### src/rtl/btn_conditioner_pkg.sv
`default_nettype none
// ============================================================================
// Module      : btn_conditioner_pkg
// Description : Shared constants, press-FSM state encoding and helper
//               functions for the push-button conditioner.
// Revision    : 1.0 - initial release
// ============================================================================
package btn_conditioner_pkg;

    localparam int NUM_BTNS                = 4;
    localparam int DEFAULT_DEBOUNCE_CYCLES = 1000000;

    // Press FSM state encoding
    localparam logic [1:0] c_ST_IDLE    = 2'd0;
    localparam logic [1:0] c_ST_HELD    = 2'd1;
    localparam logic [1:0] c_ST_LOCKOUT = 2'd2;

    // Number of buttons currently high
    function automatic logic [2:0] f_popcount(input logic [NUM_BTNS-1:0] v);
        logic [2:0] n;
        n = 3'd0;
        for (int i = 0; i < NUM_BTNS; i++) begin
            n = n + 3'(v[i]);
        end
        return n;
    endfunction

    // Index of the lowest high bit; only meaningful when exactly one bit is set
    function automatic logic [1:0] f_btn_index(input logic [NUM_BTNS-1:0] v);
        logic [1:0] idx;
        idx = 2'd0;
        for (int i = NUM_BTNS - 1; i >= 0; i--) begin
            if (v[i]) begin
                idx = 2'(i);
            end
        end
        return idx;
    endfunction

endpackage : btn_conditioner_pkg
`default_nettype wire

### src/rtl/btn_conditioner_if.sv
`default_nettype none
// ============================================================================
// Module      : btn_conditioner_if
// Description : Raw button inputs and conditioned press outputs.
//               master = button/consumer side, slave = conditioner.
// Revision    : 1.0 - initial release
// ============================================================================
interface btn_conditioner_if;
    import btn_conditioner_pkg::*;

    logic [NUM_BTNS-1:0] btns;
    logic [NUM_BTNS-1:0] btns_clean;
    logic                pressed;
    logic                press_pulse;
    logic [1:0]          press_num;
    logic                conflict;

    modport master (
        output btns,
        input  btns_clean,
        input  pressed,
        input  press_pulse,
        input  press_num,
        input  conflict
    );

    modport slave (
        input  btns,
        output btns_clean,
        output pressed,
        output press_pulse,
        output press_num,
        output conflict
    );

endinterface : btn_conditioner_if
`default_nettype wire

### src/rtl/btn_conditioner_debounce_bit.sv
`default_nettype none
// ============================================================================
// Module      : debounce_bit
// Description : Two-flop synchronizer followed by a stable-level counter for
//               one push-button. The clean level flips only after the
//               synchronized input has disagreed with it for DEBOUNCE_CYCLES
//               consecutive cycles.
// Revision    : 1.0 - initial release
// ============================================================================
module debounce_bit #(
    parameter int DEBOUNCE_CYCLES = 1000000
) (
    input  wire logic clk,
    input  wire logic rst,
    input  wire logic i_btn,
    output logic      o_clean
);

    localparam int                 c_CNT_W   = $clog2(DEBOUNCE_CYCLES);
    localparam logic [c_CNT_W-1:0] c_CNT_MAX = c_CNT_W'(DEBOUNCE_CYCLES - 1);

    logic               r_meta;
    logic               r_sync;
    logic [c_CNT_W-1:0] r_cnt;
    logic               r_clean;

    // Bring the asynchronous button level into the clk domain
    always_ff @(posedge clk) begin
        if (rst) begin
            r_meta <= 1'b0;
            r_sync <= 1'b0;
        end else begin
            r_meta <= i_btn;
            r_sync <= r_meta;
        end
    end

    // Count consecutive disagreeing cycles; flip the clean level at the limit
    // so the counter clears before it could ever wrap
    always_ff @(posedge clk) begin
        if (rst) begin
            r_cnt   <= '0;
            r_clean <= 1'b0;
        end else if (r_sync == r_clean) begin
            r_cnt   <= '0;
        end else if (r_cnt == c_CNT_MAX) begin
            r_cnt   <= '0;
            r_clean <= ~r_clean;
        end else begin
            r_cnt   <= r_cnt + 1'b1;
        end
    end

    assign o_clean = r_clean;

endmodule : debounce_bit
`default_nettype wire

### src/rtl/btn_conditioner.sv
`default_nettype none
// ============================================================================
// Module      : btn_conditioner
// Description : Debounces four push-buttons and accepts single-button presses.
//               A press of exactly one button yields a one-cycle strobe and
//               its index; any multi-button activity locks out new presses
//               until every button has been released.
// Revision    : 1.0 - initial release
// ============================================================================
module btn_conditioner
    import btn_conditioner_pkg::*;
#(
    parameter int DEBOUNCE_CYCLES = DEFAULT_DEBOUNCE_CYCLES
) (
    input  wire logic       clk,
    input  wire logic       reset,
    btn_conditioner_if.slave bus
);

    logic [NUM_BTNS-1:0] w_clean;
    logic [2:0]          w_pop;
    logic [NUM_BTNS-1:0] w_held_mask;

    logic [1:0]          r_state;
    logic                r_pressed;
    logic                r_pulse;
    logic [1:0]          r_num;

    generate
        for (genvar i = 0; i < NUM_BTNS; i++) begin : g_debounce
            debounce_bit #(
                .DEBOUNCE_CYCLES (DEBOUNCE_CYCLES)
            ) u_debounce_bit (
                .clk     (clk),
                .rst     (reset),
                .i_btn   (bus.btns[i]),
                .o_clean (w_clean[i])
            );
        end
    endgenerate

    assign w_pop       = f_popcount(w_clean);
    assign w_held_mask = NUM_BTNS'(1) << r_num;

    // Press acceptance FSM; outputs are registered alongside the state
    always_ff @(posedge clk) begin
        if (reset) begin
            r_state   <= c_ST_IDLE;
            r_pressed <= 1'b0;
            r_pulse   <= 1'b0;
            r_num     <= 2'd0;
        end else begin
            r_pulse <= 1'b0;
            case (r_state)
                c_ST_IDLE: begin
                    if (w_pop == 3'd1) begin
                        r_state   <= c_ST_HELD;
                        r_pulse   <= 1'b1;
                        r_pressed <= 1'b1;
                        r_num     <= f_btn_index(w_clean);
                    end else if (w_pop >= 3'd2) begin
                        r_state   <= c_ST_LOCKOUT;
                    end
                end
                c_ST_HELD: begin
                    // Anything other than the accepted button alone ends the
                    // press; a swap to another button also needs a full release
                    if (w_clean == '0) begin
                        r_state   <= c_ST_IDLE;
                        r_pressed <= 1'b0;
                    end else if (w_clean != w_held_mask) begin
                        r_state   <= c_ST_LOCKOUT;
                        r_pressed <= 1'b0;
                    end
                end
                c_ST_LOCKOUT: begin
                    if (w_clean == '0) begin
                        r_state <= c_ST_IDLE;
                    end
                end
                default: begin
                    r_state   <= c_ST_IDLE;
                    r_pressed <= 1'b0;
                end
            endcase
        end
    end

    assign bus.btns_clean  = w_clean;
    assign bus.pressed     = r_pressed;
    assign bus.press_pulse = r_pulse;
    assign bus.press_num   = r_num;
    assign bus.conflict    = (w_pop >= 3'd2);

endmodule : btn_conditioner
`default_nettype wire

### src/flat_wrapper.sv
// flat-port wrapper written by rule: the top's interface ports become plain ports
module btn_conditioner_flat import btn_conditioner_pkg::*;
#(
    parameter int DEBOUNCE_CYCLES = DEFAULT_DEBOUNCE_CYCLES
)
  (clk, reset, bus_btns, bus_btns_clean, bus_pressed, bus_press_pulse, bus_press_num, bus_conflict);
  btn_conditioner_if bus_i ();
  input  wire logic clk;
  input  wire logic reset;
  input wire logic [$bits(bus_i.btns)-1:0] bus_btns;
  output wire logic [$bits(bus_i.btns_clean)-1:0] bus_btns_clean;
  output wire logic [$bits(bus_i.pressed)-1:0] bus_pressed;
  output wire logic [$bits(bus_i.press_pulse)-1:0] bus_press_pulse;
  output wire logic [$bits(bus_i.press_num)-1:0] bus_press_num;
  output wire logic [$bits(bus_i.conflict)-1:0] bus_conflict;
  assign bus_i.btns = bus_btns;
  assign bus_btns_clean = bus_i.btns_clean;
  assign bus_pressed = bus_i.pressed;
  assign bus_press_pulse = bus_i.press_pulse;
  assign bus_press_num = bus_i.press_num;
  assign bus_conflict = bus_i.conflict;
  btn_conditioner #(.DEBOUNCE_CYCLES(DEBOUNCE_CYCLES)) u_core (.clk(clk), .reset(reset), .bus(bus_i));
endmodule
### config.mk
export PLATFORM = sky130hd
export DESIGN_NAME = btn_conditioner_flat
export DESIGN_NICKNAME = d
export VERILOG_FILES = /design/src/rtl/btn_conditioner_pkg.sv /design/src/rtl/btn_conditioner_if.sv /design/src/rtl/btn_conditioner_debounce_bit.sv /design/src/rtl/btn_conditioner.sv /design/src/flat_wrapper.sv
export SDC_FILE = /design/constraint.sdc
export NUM_CORES = 1
export LEC_CHECK = 0
export CAP_MARGIN = 20
export CORE_ASPECT_RATIO = 1.1
export CORE_MARGIN = 8
export CORE_UTILIZATION = 40
export DETAILED_ROUTE_END_ITERATION = 8
export SETUP_SLACK_MARGIN = 0.5
export SYNTH_ARGS = -nofsm -noshare
export SYNTH_HDL_FRONTEND = slang
export SYNTH_SLANG_ARGS = --single-unit
export TNS_END_PERCENT = 10
### constraint.sdc
create_clock -name clk -period 2.9 [get_ports clk]
set_input_delay 0.725 -clock clk [delete_from_list [all_inputs] [get_ports clk]]
set_output_delay 0.725 -clock clk [all_outputs]
set_load 0.02 [all_outputs]
# Word-level counts from Yosys, hierarchy flattened
# Cells that the tools add are included.
[classes]
muxes = 15
add_sub_neg = 7
shift = 1
n_reduce_logical = 14
bitwise = 10
n_lt_le_gt_ge = 1
eq_ne = 16
[op_table]
columns = ["cell", "n"]
rows = [
  ["$add 20x1->20 const B", 4],
  ["$eq 20x20->1 const B", 4],
  ["$mux 2", 9],
  ["$reduce_or 3->1", 4],
  ["$not 1->1", 10],
  ["$reduce_and 2->1", 5],
  ["$add 3x1->3", 2],
  ["$pmux 2 s3", 1],
  ["$reduce_and 3->1", 2],
  ["$eq 1x1->1", 4],
  ["$logic_not 4->1", 1],
  ["$mux 1", 4],
  ["$ne 2x1->1 const B", 2],
  ["$ne 4x4->1", 1],
  ["$shl 1x2->4 const A", 1],
  ["$eq 3x1->1 const B", 1],
  ["$ge 3x2->1 const B", 1],
  ["$ne 3x1->1 const B", 1],
  ["$ne 3x2->1 const B", 1],
  ["$pmux 1 s3", 1],
  ["$add 1x1->2", 1],
  ["$eq 2x1->1 const B", 1],
  ["$eq 2x2->1 const B", 1],
  ["$logic_not 2->1", 1],
  ["$reduce_or 2->1", 1],
]
[totals]
wordCells = 84
reg_bits = 98
input_bits = 6

# Depth between registers and ports, before layout
[logic_depth]
ltp_word = 7
mapped_depth = 10
depth_no_buf = 9

# By module
# Synthesis repeated with hierarchy kept, for this count alone.
[hier_totals]
cells_unflattened = 502
area_unflattened_um2 = 4506.8
[modules_own_cells]
columns = ["module", "area_per_inst_um2", "seq_area_each_um2", "cells_per_inst", "n_inst"]
rows = [
  ["debounce_bit (u_core.g_debounce[0].u_debounce_bit ...)", 1028.5, 460.4, 112, 3],
  ["debounce_bit (u_core.g_debounce[3].u_debounce_bit)", 994.7, 460.4, 114, 1],
  ["btn_conditioner", 426.7, 120.1, 52, 1],
]

# Worst setup path before layout
# No wires, ideal clock.
[synth_timing]
path_type = "register -> output"
start = "reg u_core.g_debounce[0].u_debounce_bit.r_clean"
end = "out bus_conflict"
required_time_ns = 2.175
path_buffers = 1
stages_incl_launch_ff = 9
t_arrival_ns = 1.843
setup_slack_ns = 0.332
path_cell_list = "dfxtp_1 clkbuf_1 inv_1 ha_1 fa_1 ha_1 nor2_1 nand2_1 nand2_1"
[synth_between]
elab_chain_cells = 4
[synth_lines]
columns = ["item", "line", "source"]
rows = [
  ["from (decl)", "btn_conditioner_debounce_bit.sv:25", "logic r_clean;"],
  ["from (signal assigned)", "btn_conditioner_debounce_bit.sv:48", "r_clean <= ~r_clean;"],
  ["$add 1x1->2", "btn_conditioner_pkg.sv:23", "n = n + 3'(v[i]);"],
  ["$add 3x1->3 (2 in a row)", "btn_conditioner_pkg.sv:23", ""],
  ["$ge 3x2->1", "btn_conditioner.sv:93", "assign bus.conflict = (w_pop >= 3'd2);"],
  ["to (decl)", "flat_wrapper.sv:15", "output wire logic [$bits(bus_i.conflict)-1:0] bus_conflict;"],
]
# Every way passes these cells.

# Final worst setup path
[layout_timing]
start = "reg u_core.g_debounce[1].u_debounce_bit.r_clean"
end = "out bus_conflict"
[layout_between]
elab_chain_cells = 4
[layout_lines]
columns = ["item", "line"]
rows = [
  ["from (decl)", "btn_conditioner_debounce_bit.sv:25"],
  ["from (signal assigned)", "btn_conditioner_debounce_bit.sv:48"],
  ["$add 1x1->2", "btn_conditioner_pkg.sv:23"],
  ["$add 3x1->3 (2 in a row)", "btn_conditioner_pkg.sv:23"],
  ["$ge 3x2->1", "btn_conditioner.sv:93"],
]
# Every way passes these cells.

==> results_dict.tcl <==
set metrics [dict create \
    initial_core_util 0.4107 \
    finalSetupViolCount 0 \
    tightest_slew_ns 0.6233 \
    antennaDiodeCount 0 \
    vias 3528 \
    die_h_um 127.3 \
    fin_crit_ns 2.587 \
    syn-num-nets 531 \
    ant_nets 0 \
    synth_ff_type "dfxtp_1" \
    ir_worst_vdd_mv 0.2217 \
    fin_worst_skew_ns 0.005352 \
    slew_viol_final 0 \
    avgRoutedWirePerCell_um 12.77 \
    yosysWarnings 0 \
    fin_crit_sh 0.8920 \
    path_delay_family "adder cells" \
    post_drt_via_cell_ratio 5.219 \
    critPathBufInv 3 \
    clock_sinks 98 \
    status "completed" \
    tns_ns 0 \
    drt-pass1-iter-count 6 \
    fillers 1039 \
    utilization 0.4703 \
    syn-cell-area_um2 4502 \
    drtIter0Drc 157 \
    leakage_nw 1.550 \
    p_per_area_nw_per_um2 524.1 \
    core_um2 10960 \
    worst_hold_slack_ns 0.4349 \
    required_ns 2.17 \
    postLayoutSetupSlackWorst_ns 0.3133 \
    power.total_mw 2.702 \
    maxSlewHeadroom 0.5807 \
    portBuffers 14 \
    drt-total-wl_um 8631 \
    yosysSeqAreaShare 0.4358 \
    crit_slowest_cell "fa_2" \
    hpwl_um 6046 \
    rsz0062_at_grt "yes" \
    layoutNonFillerInstCount 676 \
    multi_input_area_um2 2369 \
    worst_setup_path_end_kind "primary output" \
    place_ws_ns 0.05868 \
    grt_overflow 0 \
    die_x_um 117.2 \
    syn2layout_area_growth_pct 14.51 \
    maxCapViolations 0 \
    htreeDepth 3 \
    cts_tree "done" \
    min_path_type "flop to flop" \
    cts.clk_slew.worst_paths_ns 0.06 \
    clk_latency_ns 0.33 \
    place_congestion 0.7827 \
    layout_commonest_cell "dfxtp_1" \
    clock-root-buffer "clkbuf_16" \
    worstHoldStart "u_core.g_debounce[2].u_debounce_bit.r_meta" \
    grt_max_degree 21 \
    stdcell_area_um2 5155 \
    grt_usage 0.1227 \
    num_rows 40 \
    synth.distinct_cells 46 \
    clock_path_buffers 2 \
    max_stage_delay_ns 0.37 \
    die-area_um2 14910 \
    async_flop_share 0 \
    io_pins 15 \
    timing.rr.start "u_core.g_debounce[1].u_debounce_bit.o_clean" \
    grt_pass1_wl_um 15040 \
    critPathKind "flop to primary output" \
    critPathArrivalTime_ns 1.86 \
    dp.cells 659 \
    synth_edf_count 0 \
    fmax_mhz 386.6 \
    final-hold-violation-count 0 \
    route.detailed.drc 0 \
    placedInstanceArea_um2 4772 \
    worstPathCellList "inv_2 -> ha_4 -> fa_2 -> inv_2 -> ha_4 -> nand2_2 -> nand2_2 -> buf_6" \
    nets 539 \
    cts_buffers 9 \
    ys_ff_latch 98 \
    worstPathMaxFanout 3 \
    critical_path.startpoint "u_core.g_debounce[1].u_debounce_bit.o_clean" \
    drive_above_1_share 0.09074 \
    antenna_found_initial 0 \
    syn_area_per_cell_um2 8.724 \
    grt_pass1_vias 3494 \
    mostFrequentLayoutCells "dfxtp_1 (96), nor2_1 (68), a21oi_1 (30), xor2_1 (27), xnor2_1 (26)" \
    seqCellArea_um2 1964 \
    syn_inst 516 \
    cp-start-kind "flop" \
]
-- final timing paths --
kind / to / slack [ns] / cells past startpoint
worst max register to register: u_core.bus.press_num[1] / 0.50 / 9
worst min-delay path: u_core.g_debounce[2].u_debounce_bit.r_sync / 0.43 / 1
worst max-delay path: bus_conflict / 0.31 / 8
worst min register to register: u_core.g_debounce[2].u_debounce_bit.r_sync / 0.43 / 1
-- synth_stat cells (all sizes together) (3+ instances only) --
| library cell | instances | share of area |
|---|---|---|
| or3b | 3 | 0.0058 |
| and2 | 3 | 0.0042 |
| nor3 | 9 | 0.010 |
| o21ai | 19 | 0.026 |
| or3 | 17 | 0.024 |
| nor4b | 4 | 0.0078 |
| o31ai | 13 | 0.022 |
| nor2b | 10 | 0.014 |
| and4 | 9 | 0.018 |
| xnor2 | 26 | 0.051 |
| a21oi | 30 | 0.033 |
| dfxtp | 98 | 0.44 |
| nand4 | 19 | 0.028 |
| nor2 | 69 | 0.058 |
| ha | 8 | 0.022 |
| clkbuf | 15 | 0.013 |
| inv | 24 | 0.020 |
| buf | 11 | 0.017 |
| nor4 | 5 | 0.0069 |
| xor2 | 27 | 0.053 |
| nand2 | 27 | 0.023 |
| or4 | 22 | 0.038 |
| nand3 | 25 | 0.028 |
-- flip-flops by register name (all words and copies together) (netlist names) --
signal and cells:
u_core.g_debounce.u_debounce_bit.r_cnt 80, u_core.g_debounce.u_debounce_bit.o_clean 4, u_core.g_debounce.u_debounce_bit.r_meta 4, u_core.g_debounce.u_debounce_bit.r_sync 4, u_core.bus.press_num 2, u_core.r_state 2
u_core.bus.press_pulse 1, u_core.bus.pressed 1
-- power by group --
part | total [mW] | leakage [nW] | internal (mW) | switching (mW)
logic | 0.0342 | 0.593 | 0.0153 | 0.0190
clock network | 1.31 | 0.165 | 0.825 | 0.488
registers | 1.36 | 0.792 | 1.35 | 0.00318
total | 2.70 | 1.55 | 2.19 | 0.510
-- timing repair --
action / in CTS / in global routing
endpoints found under the setup margin: 2 / 2
buffers inserted: 1 / 0
endpoints found under the hold margin: 0 / 0
pin swaps: 4 / 0
hold buffers: 0 / 0
gates resized for setup: 14 / 0
cloned: 0 / 0
-- cells by family (layout without fill, tap and decap cells) --
logic type / count (synthesis) / in the layout / share of synthesized area
AO/OA/AOI/OAI: 73 / 73 / 0.1017
buffers and inverters: 50 / 63 / 0.04975
adder cells (fa/ha/maj): 9 / 9 / 0.02668
AND/OR/NAND/NOR: 233 / 233 / 0.2829
flip-flops: 98 / 98 / 0.4358
XOR/XNOR: 53 / 53 / 0.1031
-- final cells by class --
cell class / instances / area share
timing repair buffer: 23 / 0.04053
clock inverter: 4 / 0.01408
sequential: 98 / 0.3811
clock buffer: 12 / 0.05170
multi-input combinational: 368 / 0.4595
tap: 147 / 0.03568
inverter: 24 / 0.01748
-- layer usage --
metal | part of all wire | wire [um] | vias up | GRT usage
li1 | - | - | 1823 | -
met1 | 0.48 | 4123 | 1659 | 0.1474
met2 | 0.48 | 4138 | 33 | 0.2019
met3 | 0.023 | 195 | 13 | 0.02309
met4 | 0.020 | 174 | 0 | 0.06410
met5 | 0 | 0 | - | 0
No activity file was read; power rests on OpenSTA's default activity.
